$ cat config.mk
export PLATFORM = sky130hd
export DESIGN_NAME = pmod_serial_tx_flat
export DESIGN_NICKNAME = d
export VERILOG_FILES = /design/src/rtl/pmod_serial_tx_if.sv /design/src/rtl/pmod_serial_tx.sv /design/src/flat_wrapper.sv
export SDC_FILE = /design/constraint.sdc
export NUM_CORES = 1
export LEC_CHECK = 0
export CAP_MARGIN = 0
export CORE_UTILIZATION = 55
export CTS_CLUSTER_DIAMETER = 150
export DETAILED_ROUTE_END_ITERATION = 8
export GPL_TIMING_DRIVEN = 0
export PLACE_DENSITY = 0.77
export SLEW_MARGIN = 20
export SYNTH_ARGS = -nofsm -noshare
export SYNTH_HDL_FRONTEND = slang
export SYNTH_SLANG_ARGS = --single-unit
$ cat constraint.sdc
create_clock -name i_Clk -period 2.1 [get_ports i_Clk]
set_input_delay 0.525 -clock i_Clk [delete_from_list [all_inputs] [get_ports i_Clk]]
set_output_delay 0.525 -clock i_Clk [all_outputs]
set_load 0.02 [all_outputs]
$ cat src/rtl/pmod_serial_tx_if.sv
// Producer-to-transmitter bundle for the PMOD serial transmitter.
// The producer drives the word and valid and observes the line status.
interface pmod_serial_tx_if #(
  parameter int DATA_W = 8
);
  logic [DATA_W-1:0] i_Tx_Data;
  logic              i_Tx_Valid;
  logic              o_Tx_Ready;
  logic              o_PMOD_Data;
  logic              o_Tx_Busy;
  logic              o_Tx_Done;

  modport master (
    output i_Tx_Data, i_Tx_Valid,
    input  o_Tx_Ready, o_PMOD_Data, o_Tx_Busy, o_Tx_Done
  );

  modport slave (
    input  i_Tx_Data, i_Tx_Valid,
    output o_Tx_Ready, o_PMOD_Data, o_Tx_Busy, o_Tx_Done
  );
endinterface

$ cat src/rtl/pmod_serial_tx.sv
// Serial frame transmitter for a single PMOD pin: start bit, DATA_W data
// bits LSB first, optional parity, 1 or 2 stop bits, idle-high line.
// A one-word hold register behind a valid/ready handshake lets the next
// frame start directly after the last stop bit.
module pmod_serial_tx #(
  parameter int DATA_W       = 8,
  parameter int CLKS_PER_BIT = 2,
  parameter int PARITY_EN    = 0,
  parameter int PARITY_ODD   = 0,
  parameter int STOP_BITS    = 1
) (
  input  logic             i_Clk,
  input  logic             i_Rst_L,
  pmod_serial_tx_if.slave  bus
);

  localparam int   TMR_W = (CLKS_PER_BIT > 1) ? $clog2(CLKS_PER_BIT) : 1;
  localparam int   IDX_W = $clog2(DATA_W + 1);
  localparam logic ODD_L = (PARITY_ODD != 0) ? 1'b1 : 1'b0;

  generate
    if (DATA_W < 1 || DATA_W > 32) begin : g_bad_width
      $error("pmod_serial_tx: DATA_W must be 1..32");
    end
    if (CLKS_PER_BIT < 1) begin : g_bad_cpb
      $error("pmod_serial_tx: CLKS_PER_BIT must be >= 1");
    end
    if (STOP_BITS != 1 && STOP_BITS != 2) begin : g_bad_stop
      $error("pmod_serial_tx: STOP_BITS must be 1 or 2");
    end
  endgenerate

  typedef enum logic [2:0] {
    S_IDLE   = 3'd0,
    S_START  = 3'd1,
    S_DATA   = 3'd2,
    S_PARITY = 3'd3,
    S_STOP   = 3'd4
  } state_t;

  // Parity of a loaded word: even parity is the XOR-reduce, odd inverts it.
  function automatic logic parity_of(input logic [DATA_W-1:0] w);
    return (^w) ^ ODD_L;
  endfunction

  state_t              state_r, state_n;
  logic [TMR_W-1:0]    tmr_r, tmr_n;
  logic [IDX_W-1:0]    idx_r, idx_n;
  logic [DATA_W-1:0]   shift_r, shift_n;
  logic [DATA_W-1:0]   hold_r, hold_n;
  logic                hold_full_r, hold_full_n;
  logic                par_r, par_n;
  logic                ready_r, line_r, line_n, busy_r, done_r, done_n;
  logic                bit_end_s, last_data_s, last_stop_s, load_s, capture_s;

  assign bit_end_s   = (tmr_r == TMR_W'(CLKS_PER_BIT - 1));
  assign last_data_s = (idx_r == IDX_W'(DATA_W - 1));
  assign last_stop_s = (idx_r == IDX_W'(STOP_BITS - 1));
  assign capture_s   = bus.i_Tx_Valid & ready_r;

  // Next-state logic: advance one state per completed bit period group.
  always_comb begin
    state_n = state_r;
    load_s  = 1'b0;
    done_n  = 1'b0;
    case (state_r)
      S_IDLE: begin
        if (hold_full_r) begin
          state_n = S_START;
          load_s  = 1'b1;
        end else begin
          state_n = S_IDLE;
        end
      end
      S_START: begin
        if (bit_end_s) state_n = S_DATA;
        else           state_n = S_START;
      end
      S_DATA: begin
        if (bit_end_s && last_data_s) state_n = (PARITY_EN != 0) ? S_PARITY : S_STOP;
        else                          state_n = S_DATA;
      end
      S_PARITY: begin
        if (bit_end_s) state_n = S_STOP;
        else           state_n = S_PARITY;
      end
      S_STOP: begin
        if (bit_end_s && last_stop_s) begin
          done_n = 1'b1;
          if (hold_full_r) begin
            state_n = S_START;
            load_s  = 1'b1;
          end else begin
            state_n = S_IDLE;
          end
        end else begin
          state_n = S_STOP;
        end
      end
      default: state_n = S_IDLE;
    endcase
  end

  // Datapath next values: timer, bit index, shifter, hold buffer and line.
  always_comb begin
    if (state_r == S_IDLE || bit_end_s) tmr_n = '0;
    else                                tmr_n = tmr_r + TMR_W'(1);

    if (state_n != state_r)                     idx_n = '0;
    else if (bit_end_s && state_r != S_IDLE)    idx_n = idx_r + IDX_W'(1);
    else                                        idx_n = idx_r;

    if (load_s)                             shift_n = hold_r;
    else if (state_r == S_DATA && bit_end_s) shift_n = shift_r >> 1;
    else                                    shift_n = shift_r;

    if (load_s) par_n = parity_of(hold_r);
    else        par_n = par_r;

    if (capture_s) hold_n = bus.i_Tx_Data;
    else           hold_n = hold_r;

    if (capture_s)   hold_full_n = 1'b1;
    else if (load_s) hold_full_n = 1'b0;
    else             hold_full_n = hold_full_r;

    case (state_n)
      S_START:  line_n = 1'b0;
      S_DATA:   line_n = shift_n[0];
      S_PARITY: line_n = par_n;
      default:  line_n = 1'b1;
    endcase
  end

  // State and datapath registers; the line goes high at once on reset.
  always_ff @(posedge i_Clk or negedge i_Rst_L) begin
    if (!i_Rst_L) begin
      state_r     <= S_IDLE;
      tmr_r       <= '0;
      idx_r       <= '0;
      shift_r     <= '0;
      hold_r      <= '0;
      hold_full_r <= 1'b0;
      par_r       <= 1'b0;
      ready_r     <= 1'b1;
      line_r      <= 1'b1;
      busy_r      <= 1'b0;
      done_r      <= 1'b0;
    end else begin
      state_r     <= state_n;
      tmr_r       <= tmr_n;
      idx_r       <= idx_n;
      shift_r     <= shift_n;
      hold_r      <= hold_n;
      hold_full_r <= hold_full_n;
      par_r       <= par_n;
      ready_r     <= ~hold_full_n;
      line_r      <= line_n;
      busy_r      <= (state_n != S_IDLE);
      done_r      <= done_n;
    end
  end

  assign bus.o_Tx_Ready  = ready_r;
  assign bus.o_PMOD_Data = line_r;
  assign bus.o_Tx_Busy   = busy_r;
  assign bus.o_Tx_Done   = done_r;

endmodule

$ cat src/flat_wrapper.sv
// flat-port wrapper written by rule: the top's interface ports become plain ports
module pmod_serial_tx_flat 
#(
  parameter int DATA_W       = 8,
  parameter int CLKS_PER_BIT = 2,
  parameter int PARITY_EN    = 0,
  parameter int PARITY_ODD   = 0,
  parameter int STOP_BITS    = 1
)
  (i_Clk, i_Rst_L, bus_i_Tx_Data, bus_i_Tx_Valid, bus_o_Tx_Ready, bus_o_PMOD_Data, bus_o_Tx_Busy, bus_o_Tx_Done);
  pmod_serial_tx_if #(.DATA_W(DATA_W)) bus_i ();
  input  logic i_Clk;
  input  logic i_Rst_L;
  input wire logic [$bits(bus_i.i_Tx_Data)-1:0] bus_i_Tx_Data;
  input wire logic [$bits(bus_i.i_Tx_Valid)-1:0] bus_i_Tx_Valid;
  output wire logic [$bits(bus_i.o_Tx_Ready)-1:0] bus_o_Tx_Ready;
  output wire logic [$bits(bus_i.o_PMOD_Data)-1:0] bus_o_PMOD_Data;
  output wire logic [$bits(bus_i.o_Tx_Busy)-1:0] bus_o_Tx_Busy;
  output wire logic [$bits(bus_i.o_Tx_Done)-1:0] bus_o_Tx_Done;
  assign bus_i.i_Tx_Data = bus_i_Tx_Data;
  assign bus_i.i_Tx_Valid = bus_i_Tx_Valid;
  assign bus_o_Tx_Ready = bus_i.o_Tx_Ready;
  assign bus_o_PMOD_Data = bus_i.o_PMOD_Data;
  assign bus_o_Tx_Busy = bus_i.o_Tx_Busy;
  assign bus_o_Tx_Done = bus_i.o_Tx_Done;
  pmod_serial_tx #(.DATA_W(DATA_W), .CLKS_PER_BIT(CLKS_PER_BIT), .PARITY_EN(PARITY_EN), .PARITY_ODD(PARITY_ODD), .STOP_BITS(STOP_BITS)) u_core (.i_Clk(i_Clk), .i_Rst_L(i_Rst_L), .bus(bus_i));
endmodule
==> results.yml <==
status:
  status: "completed"
clock_network:
  cts_tree: "done"
  worst_skew_pair.late_latency_ps: 340
  post_cts_resized: 0
  post_cts_setup_repair_buffer_count: 0
  ctsRootBufferMaster: "sky130_fd_sc_hd__clkbuf_4"
  htree_levels: 2
  clockBufferDepth: 2
  numClockSinks: 30
  cts-buffers-inserted: 5
  path_clk_slew_ps: 100
  ctsHoldBuffers: 0
critical_path:
  cpMaxStageDelayCell: "sky130_fd_sc_hd__clkdlybuf4s50_1"
  critPathKind: "flop to output pin"
  timing.critical_path.fanout_max: 2
  timing.critical_path.arrival_ps: 1470
  path_cells: "clkdlybuf4s50_1"
  worst_r2r_path_depth: 6
  crit_cells: 1
  cpPeakStageDelay_ps: 590
  crit_required_ps: 1570
  timing.critical_path.from_type: "flop"
  endpoint_kind: "output pin"
  crit_buf_inv: 1
  cpLargestDelayFamily: "buffers and inverters"
finish:
  drive_gt1_share_pct: 20.9
  antenna_fix_cells: 0
  syn_to_final_growth_pct: 17.6
  fillerInstances: 183
  final_nets: 151
synthesis:
  yosys.area_share.adder_pct: 1.76
  synth_top_family_by_area: "compound AO/OA/AOI/OAI gates"
  synth-seq-area-share_pct: 52.9
  synth_simple_gate_area_share_pct: 11.3
  synth_seq_cells: 30
  synth.most_common_cell: "sky130_fd_sc_hd__dfrtp_1"
  netlist_top_cells_area: "sky130_fd_sc_hd__dfrtp_1, sky130_fd_sc_hd__mux2_2, sky130_fd_sc_hd__xnor2_1"
  syn_area_per_cell_um2: 12.2
  post_synth_inst_count: 117
  syn-num-nets: 130
  synthFlopType: "sky130_fd_sc_hd__dfrtp_1"
  synth_compound_gate_area_share_pct: 15.4
  fraction_of_synthesized_area_in_multiplexers_pct: 8.43
  syn-cell-area_um2: 1430
  proportion_of_netlist_area_held_by_the_largest_area_contributor_pct: 49.2
  synth_async_sr_flop_share_pct: 100
  synth_commonest_cells: "sky130_fd_sc_hd__dfrtp_1, sky130_fd_sc_hd__nand2_1, sky130_fd_sc_hd__mux2_2, sky130_fd_sc_hd__xnor2_1, sky130_fd_sc_hd__a21oi_1"
  synth_area_leader_cell: "sky130_fd_sc_hd__dfrtp_1"
  synthDistinctLibCells: 36
  synth_xor_xnor_area_share_pct: 6.76
  count_of_flip_flops_with_a_built_in_enable_after_synthesis: 0
  ys_warn_count: 0
routing:
  drt-wirelength-per-cell_um: 14.5
  dr.pass1.iters: 4
  drcViolationCount: 0
  vias: 951
  final_antenna_net_count: 0
  detailedRoute.firstIterationViolations: 10
  wire_length_reported_by_the_detailed_router_um: 2460
  route.detailed.vias_per_inst: 5.63
die:
  ios: 15
  core_region_area_um2: 2450
  placementRows: 18
  die_outline_area_um2: 2800
  initial_utilization_pct: 58.1
  die_x_um: 52.9
  chipHeight_um: 52.9
pwr:
  leakage_nw: 0.766
  vdd_drop_max_mv: 1.00
  powerDensity_nw_per_um2: 1710
timing:
  period_minus_slack_ps: 1990
  slew_headroom_pct: 56.7
  slew_violations: 0
  timing_worst_slew_pin_value_ps: 650
  setup_tns_after_final_layout_ps: 0
  finalClockSkew_ps: 12.0
  rsz0062_at_grt: "false"
  layout_setup_ws_ps: 110
  hold_viol: 0
  maximum_clock_rate_mhz: 503
  setup_viol_count_final: 0
  period_share_pct: 94.8
global_route:
  grt_overflow_total: 0
  grt_use_total_pct: 21.5
  grt_max_degree: 31
  first_pass_grt_wire_length_um: 4040
  antenna_found_initial: 0
  vias_in_the_first_global_route: 887
placement:
  dpl.hpwl_um: 1630
  place_congestion: 0.812
  detailedPlace.worstSlack_ps: 355
  port_buffers: 14
hold_path:
  hp-class: "primary input to asynchronous set/reset pin"
flow_run:
  cap_violations: 0
[metal layers]
metal | global-route usage [%] | up-vias | part of all wire, %
li1 | - | 453 | -
met1 | 26.2 | 474 | 46
met2 | 32.9 | 22 | 48
met3 | 9.48 | 2 | 4.4
met4 | 9.21 | 0 | 1.3
met5 | 0 | - | 0
[final timing paths]
kind	startpoint	end	slack, ps
worst max-delay path	u_core.bus.o_Tx_Ready	bus_o_Tx_Ready	110
worst min-delay path	i_Rst_L	u_core.shift_r[2]	200
worst max register to register	u_core.idx_r[0]	u_core.bus.o_Tx_Busy	340
worst min register to register	u_core.shift_r[5]	u_core.shift_r[5]	480
max in group asynchronous	i_Rst_L	u_core.shift_r[4]	1470
min in group i_Clk	u_core.shift_r[5]	u_core.shift_r[5]	480
[report_power, final]
group          leakage (nW)  internal, W  total (W)  switching, W
registers             0.367     0.000859    0.00105      0.000190
clock network        0.0450     0.000246   0.000455      0.000208
logic                 0.354     0.000687    0.00136      0.000668
total                 0.766      0.00179    0.00286       0.00107
[kinds of logic (layout without fill, tap and decap cells)]
group,Yosys count,count (layout)
flops,30,30
compound gates,27,27
buf+inv,9,31
xor+xnor,11,11
mux,11,11
fa+ha+maj,2,2
simple gates,27,27
[through the flow]
step / utilization [%] / total power, W / cell area, um2 / hold WS (ps) / cells
after detailed placement: 65.1 / 0.00240 / 1600 / 468 / 161
after global placement: 65.3 / 0.00235 / 1600 / 461 / 161
after floorplan: - / 0.00210 / 1430 / 229 / 117
after global routing: 68.2 / 0.00305 / 1680 / 243 / 169
after CTS: 68.2 / 0.00288 / 1680 / 211 / 169
final: 68.2 / 0.00286 / 1680 / 200 / 169
[layout make-up]
cell class	count	area [um2]	share of cell area, %
Multi-Input combinational cell	78	622	37.1
Buffer	4	31.3	1.87
Tap cell	30	37.5	2.24
Inverter	5	18.8	1.12
Clock inverter	3	40.0	2.39
Timing Repair Buffer	14	135	8.07
Clock buffer	5	37.5	2.24
Sequential cell	30	753	45.0
[state kept, by name, summed over array words and instances, names as in the netlist]
signal                  flops
u_core.bit_end_s            1
u_core.bus.o_Tx_Done        1
u_core.shift_r              8
u_core.idx_r                4
u_core.bus.o_Tx_Ready       1
u_core.hold_r               8
u_core.state_r              3
u_core.bus.o_Tx_Busy        1
u_core.hold_full_r          1
u_core.bus.o_PMOD_Data      1
u_core.par_r                1
[cell usage in the layout (no fill, tap or decap), types with 2 or more instances in the layout]
cell	instances
sky130_fd_sc_hd__dfrtp_1	28
sky130_fd_sc_hd__clkdlybuf4s50_1	13
sky130_fd_sc_hd__nand2_1	9
sky130_fd_sc_hd__xnor2_1	8
sky130_fd_sc_hd__mux2_2	8
sky130_fd_sc_hd__a21oi_1	7
sky130_fd_sc_hd__a22o_1	6
sky130_fd_sc_hd__a21o_1	6
sky130_fd_sc_hd__inv_1	5
sky130_fd_sc_hd__clkbuf_4	5
sky130_fd_sc_hd__nor2_1	4
sky130_fd_sc_hd__xor2_1	3
sky130_fd_sc_hd__mux2i_1	3
sky130_fd_sc_hd__buf_2	2
sky130_fd_sc_hd__buf_4	2
sky130_fd_sc_hd__nor2_2	2
sky130_fd_sc_hd__and3_1	2
sky130_fd_sc_hd__ha_1	2
sky130_fd_sc_hd__clkinv_2	2
sky130_fd_sc_hd__dfstp_2	2
Power figures use the tool's default switching activity.
